### config.mk
export PLATFORM = sky130hd
export DESIGN_NAME = rv32i_mul_dispatch
export DESIGN_NICKNAME = d
export VERILOG_FILES = /design/src/rtl/rv32i_mul_dispatch.sv
export SDC_FILE = /design/constraint.sdc
export NUM_CORES = 1
export LEC_CHECK = 0
export ABC_AREA = 1
export ABC_CLOCK_PERIOD_IN_PS = 4250
export CAP_MARGIN = 30
export CORE_MARGIN = 2
export CORE_UTILIZATION = 30
export CTS_CLUSTER_DIAMETER = 40
export DETAILED_ROUTE_END_ITERATION = 16
export DONT_BUFFER_PORTS = 1
export HOLD_SLACK_MARGIN = 0.02
export PLACE_DENSITY = 0.54
export SLEW_MARGIN = 10
export SYNTH_ARGS = -nofsm -noshare
export SYNTH_HDL_FRONTEND = slang
export SYNTH_SLANG_ARGS = --single-unit
### constraint.sdc
create_clock -name clk -period 4.25 [get_ports clk]
set_input_delay 0.85 -clock clk [delete_from_list [all_inputs] [get_ports clk]]
set_output_delay 0.85 -clock clk [all_outputs]
set_load 0.02 [all_outputs]
### src/rtl/rv32i_mul_dispatch.sv
// Issue/retire wrapper around the pipelined multiplier: tracks destination tags in issue order
// and presents a registered writeback beat. Optional hazard check enabled by RV32I_MUL_HAZARD_EN.
module rv32i_mul_dispatch #(
  parameter int TAG_DEPTH = 4
) (
  input  logic        clk,
  input  logic        rst,
  input  logic        i_vld,
  output logic        o_rdy,
  input  logic [31:0] i_rs1,
  input  logic [31:0] i_rs2,
  input  logic [4:0]  i_rd,
  output logic        m_vld,
  output logic [31:0] m_multiplicand,
  output logic [31:0] m_multiplier,
  input  logic        m_rdy,
  input  logic        m_res_vld,
  output logic        m_res_rdy,
  input  logic [31:0] m_product,
  output logic        o_wb_vld,
  input  logic        i_wb_rdy,
  output logic [4:0]  o_wb_rd,
  output logic [31:0] o_wb_data,
  input  logic [4:0]  i_chk_rd,
  output logic        o_rd_busy,
  output logic        o_err
);

  localparam int PW = $clog2(TAG_DEPTH);

  logic [4:0]    tag_mem_r [TAG_DEPTH];
  logic [PW-1:0] wr_ptr_r;
  logic [PW-1:0] rd_ptr_r;
  logic [PW:0]   count_r;
  logic          full_s;
  logic          empty_s;
  logic          push_s;
  logic          res_hs_s;
  logic          pop_s;
  logic          load_s;
  logic [4:0]    head_tag_s;

  // Full/empty come from the registered count only, so a same-cycle pop never frees a slot early.
  assign full_s     = (count_r == (PW+1)'(TAG_DEPTH));
  assign empty_s    = (count_r == {(PW+1){1'b0}});
  assign m_vld      = i_vld && !full_s;
  assign o_rdy      = m_rdy && !full_s;
  assign m_multiplicand = i_rs1;
  assign m_multiplier   = i_rs2;
  assign push_s     = m_vld && m_rdy;
  assign m_res_rdy  = !o_wb_vld || i_wb_rdy;
  assign res_hs_s   = m_res_vld && m_res_rdy;
  assign pop_s      = res_hs_s && !empty_s;
  assign head_tag_s = tag_mem_r[rd_ptr_r];
  assign load_s     = pop_s && (head_tag_s != 5'd0);

  // Tag queue storage and pointers.
  always_ff @(posedge clk) begin
    if (rst) begin
      for (int i = 0; i < TAG_DEPTH; i++) tag_mem_r[i] <= 5'd0;
      wr_ptr_r <= {PW{1'b0}};
      rd_ptr_r <= {PW{1'b0}};
      count_r  <= {(PW+1){1'b0}};
    end else begin
      if (push_s) begin
        tag_mem_r[wr_ptr_r] <= i_rd;
        wr_ptr_r            <= wr_ptr_r + {{(PW-1){1'b0}}, 1'b1};
      end
      if (pop_s) begin
        rd_ptr_r <= rd_ptr_r + {{(PW-1){1'b0}}, 1'b1};
      end
      case ({push_s, pop_s})
        2'b10:   count_r <= count_r + {{PW{1'b0}}, 1'b1};
        2'b01:   count_r <= count_r - {{PW{1'b0}}, 1'b1};
        default: count_r <= count_r;
      endcase
    end
  end

  // Writeback register and sticky error flag.
  always_ff @(posedge clk) begin
    if (rst) begin
      o_wb_vld  <= 1'b0;
      o_wb_rd   <= 5'd0;
      o_wb_data <= 32'd0;
      o_err     <= 1'b0;
    end else begin
      if (load_s) begin
        o_wb_vld  <= 1'b1;
        o_wb_rd   <= head_tag_s;
        o_wb_data <= m_product;
      end else if (i_wb_rdy) begin
        o_wb_vld  <= 1'b0;
      end
      if (res_hs_s && empty_s) begin
        o_err <= 1'b1;
      end
    end
  end

`ifdef RV32I_MUL_HAZARD_EN
  logic match_s;

  // Compare the checked register against every occupied queue slot and the pending wb beat.
  always_comb begin
    match_s = 1'b0;
    for (int i = 0; i < TAG_DEPTH; i++) begin
      if (((PW+1)'(i) < count_r) && (tag_mem_r[rd_ptr_r + PW'(i)] == i_chk_rd)) begin
        match_s = 1'b1;
      end else begin
        match_s = match_s;
      end
    end
    if (o_wb_vld && (o_wb_rd == i_chk_rd)) begin
      match_s = 1'b1;
    end else begin
      match_s = match_s;
    end
  end

  assign o_rd_busy = (i_chk_rd != 5'd0) && match_s;
`else
  logic unused_chk_s;
  assign unused_chk_s = ^i_chk_rd;
  assign o_rd_busy    = 1'b0;
`endif

endmodule

==> impl_metrics.yaml <==
global_routing:
  grt_pass1_wl_microns: 11000
  antenna_found_initial: 0
  grt_pass1_vias: 2344
  grt_usage_pct: 11.1
  grt_max_degree: 44
  grt_overflow: 0
place:
  io_buffers: 0
  dp_slack_ns: 1.68
  dp.cells: 494
  dpl.hpwl_microns: 4790
  gp_congestion: 0.770
timing:
  fin_ws_ns: 1.97
  min_period_ns: 2.28
  finalMaxSlewViolations: 0
  fin_tns_setup_ns: 0
  fin_worst_skew_ns: 0.00492
  setup_viol: 0
  worst_pin_slew_ns: 0.828
  rsz0062_at_grt: "false"
  period_share_pct: 53.6
  relSlewSlack_pct: 44.3
  clock.fmax_mhz: 439
  hold_viol: 0
layout:
  layoutNonFillerInstCount: 510
  fin_nets: 476
  syn_to_final_growth_pct: -2.48
  fill_cells: 1226
  diodes: 0
  drive_above_1_share_pct: 15.3
  layout_common_cells: "nand2_1 (70), nor2_1 (70), dfxtp_1 (48)"
cts:
  root_buffer: "clkbuf_16"
  htree_levels: 3
  cts_setup_buffers: 0
  cts_tree: "yes"
  cts_made_buffers: 9
  cts_max_path_buffers: 2
  ctsHoldBuffers: 0
  clkSlewWorstSetupHoldPaths_ns: 0.05
  clock_latency_ns: 0.33
  cts_sinks: 68
  cts_resized: 0
worst_setup_path:
  r2r-end: "count_r[2]"
  critical_path_class: "reg2reg"
  arrival_ns: 2.49
  start_kind: "register"
  crit_slowest_cell: "fa_1"
  rr_worst_depth: 11
  cp.required_ns: 4.46
  cp-endpoint: "count_r[2]"
  slowest_delay_ns: 0.37
  cp-startpoint: "count_r[2]"
  critPathCaptureType: "register"
  rrSetupSlack_ns: 1.97
  r2r-start: "count_r[2]"
  cp_cell_sequence: "inv_1, nor3_1, nor2_1, nand2_1, ha_1, inv_1, fa_1, a21oi_1, o21ai_0, o21ai_0, a21oi_1"
  cp_max_fo: 5
synthesis:
  synth_area_leaders: "dfxtp_1 (27%), edfxtp_1 (17%), buf_4 (14%), nand2_1 (7.4%), nor2_1 (7.4%)"
  synth-seq-cells: 68
  synthCells: 429
  synth_area_per_cell_sq_um: 8.22
  netlist_area_sq_um: 3530
  synth_seq_area_share_pct: 44.3
  syn-num-nets: 543
  synth_cell_types: 28
  yosysWarnings: 0
  synth_area_leader_cell: "dfxtp_1"
  synth_top_area_share_pct: 27.2
pwr:
  powerDensity_nw_per_um2: 707
  ir_drop_mv: 0.338
  p_leak_nw: 1.38
  power.switching_mw: 0.898
  intPower_mw: 1.53
  p_sw_share_pct: 36.9
  p_seq_share_pct: 44.3
  p_comb_share_pct: 23.7
  p_clk_share_pct: 32.0
route:
  vias: 2342
  routed_wl_microns: 6820
  drtIter0Drc: 131
  drt_pass1_iterations: 4
  drc: 0
  antenna_left: 0
  wire_per_inst_microns: 13.4
  via_per_inst: 4.59
floorplan:
  initial_core_util_pct: 30.8
  std_cell_rows: 39
  die_height_microns: 112
  coreArea_sq_um: 11500
  io_pins: 219
  die-area_sq_um: 12600
  die_x_microns: 112
hold_path:
  hp-start: "rd_ptr_r[1]"
  hp-class: "reg2reg"
run:
  cap_viol_max_count: 0
outcome:
  status: "complete, no violations"
==> worst max-delay path: cells and delay by family, from the launching register on <==
kind / cells / cell delay, ns
fa+ha+maj: 2 / 0.54
simple gates: 3 / 0.72
compound gates: 4 / 0.46
buf+inv: 2 / 0.12
flops: 1 / 0.31
==> logic make-up after synthesis <==
logic type               Yosys count  share of synthesized area [%]
AO/OA/AOI/OAI                     22                           3.69
adder cells (fa/ha/maj)            2                          0.922
buffers and inverters            112                           20.4
flip-flops                        68                           44.3
other                              1                          0.106
AND/OR/NAND/NOR                  224                           30.6
==> power by group through the flow <==
stage	sequential, mW	clock (mW)	combinational (mW)
2_1_floorplan	1.06	0	0.621
3_3_place_gp	1.09	0	0.569
3_5_place_dp	1.10	0	0.585
4_1_cts	1.08	0.803	0.586
5_1_grt	1.10	0.828	0.673
6_report	1.08	0.778	0.576
==> worst min-delay path by stage <==
stage                             end  slack, ns  depth (start not counted)
after detailed placement  rd_ptr_r[1]       0.46                          2
final                     rd_ptr_r[1]       0.46                          2
after floorplan              register       0.44                          2
after global placement    rd_ptr_r[1]       0.45                          2
after CTS                    register       0.47                          2
after global routing         register       0.50                          1
==> cells in the mapped netlist (all sizes together) <==
master	instances
nand3	17
o21ai	7
nand3b	32
ha	1
conb	1
nor2	100
inv	31
a21oi	11
dfxtp	48
buf	75
nor3	1
fa	1
o31ai	1
clkbuf	5
clkinv	1
o22ai	1
nand2	74
edfxtp	20
o21bai	2
==> area by class of cell <==
type | instances | area, sq um | area share [%]
Sequential cell | 68 | 1560 | 45.4
Multi-Input combinational cell | 249 | 1240 | 36.2
Clock buffer | 9 | 225 | 6.55
Tap cell | 143 | 179 | 5.20
Inverter | 32 | 123 | 3.56
Clock inverter | 7 | 91.3 | 2.66
Timing Repair Buffer | 2 | 15.0 | 0.437
==> metrics by stage <==
stage	instance area (sq um)	total power [mW]	util (%)	hold slack, ns
after detailed placement	3120	1.68	27.2	0.461
after global placement	3120	1.66	27.2	0.450
after global routing	3440	2.60	30.0	0.498
after floorplan	3530	1.68	-	0.437
final	3440	2.43	30.0	0.465
after CTS	3440	2.47	30.0	0.472
==> state kept, by name, summed over array words and instances (netlist names), named ones only <==
| register | cells |
|---|---|
| o_wb_data | 32 |
| o_wb_vld | 1 |
| rd_ptr_r | 2 |
| tag_mem_r | 20 |
| count_r | 3 |
| o_wb_rd | 5 |
| wr_ptr_r | 2 |
| o_err | 1 |
==> metal layers <==
metal	share of wire, %	up-vias	GRT usage [%]
li1	-	1150	-
met1	40	1049	12.3
met2	46	105	17.6
met3	10	38	5.51
met4	3.4	0	5.61
met5	0	-	0
Note: power is estimated with default switching activity, not from simulation.
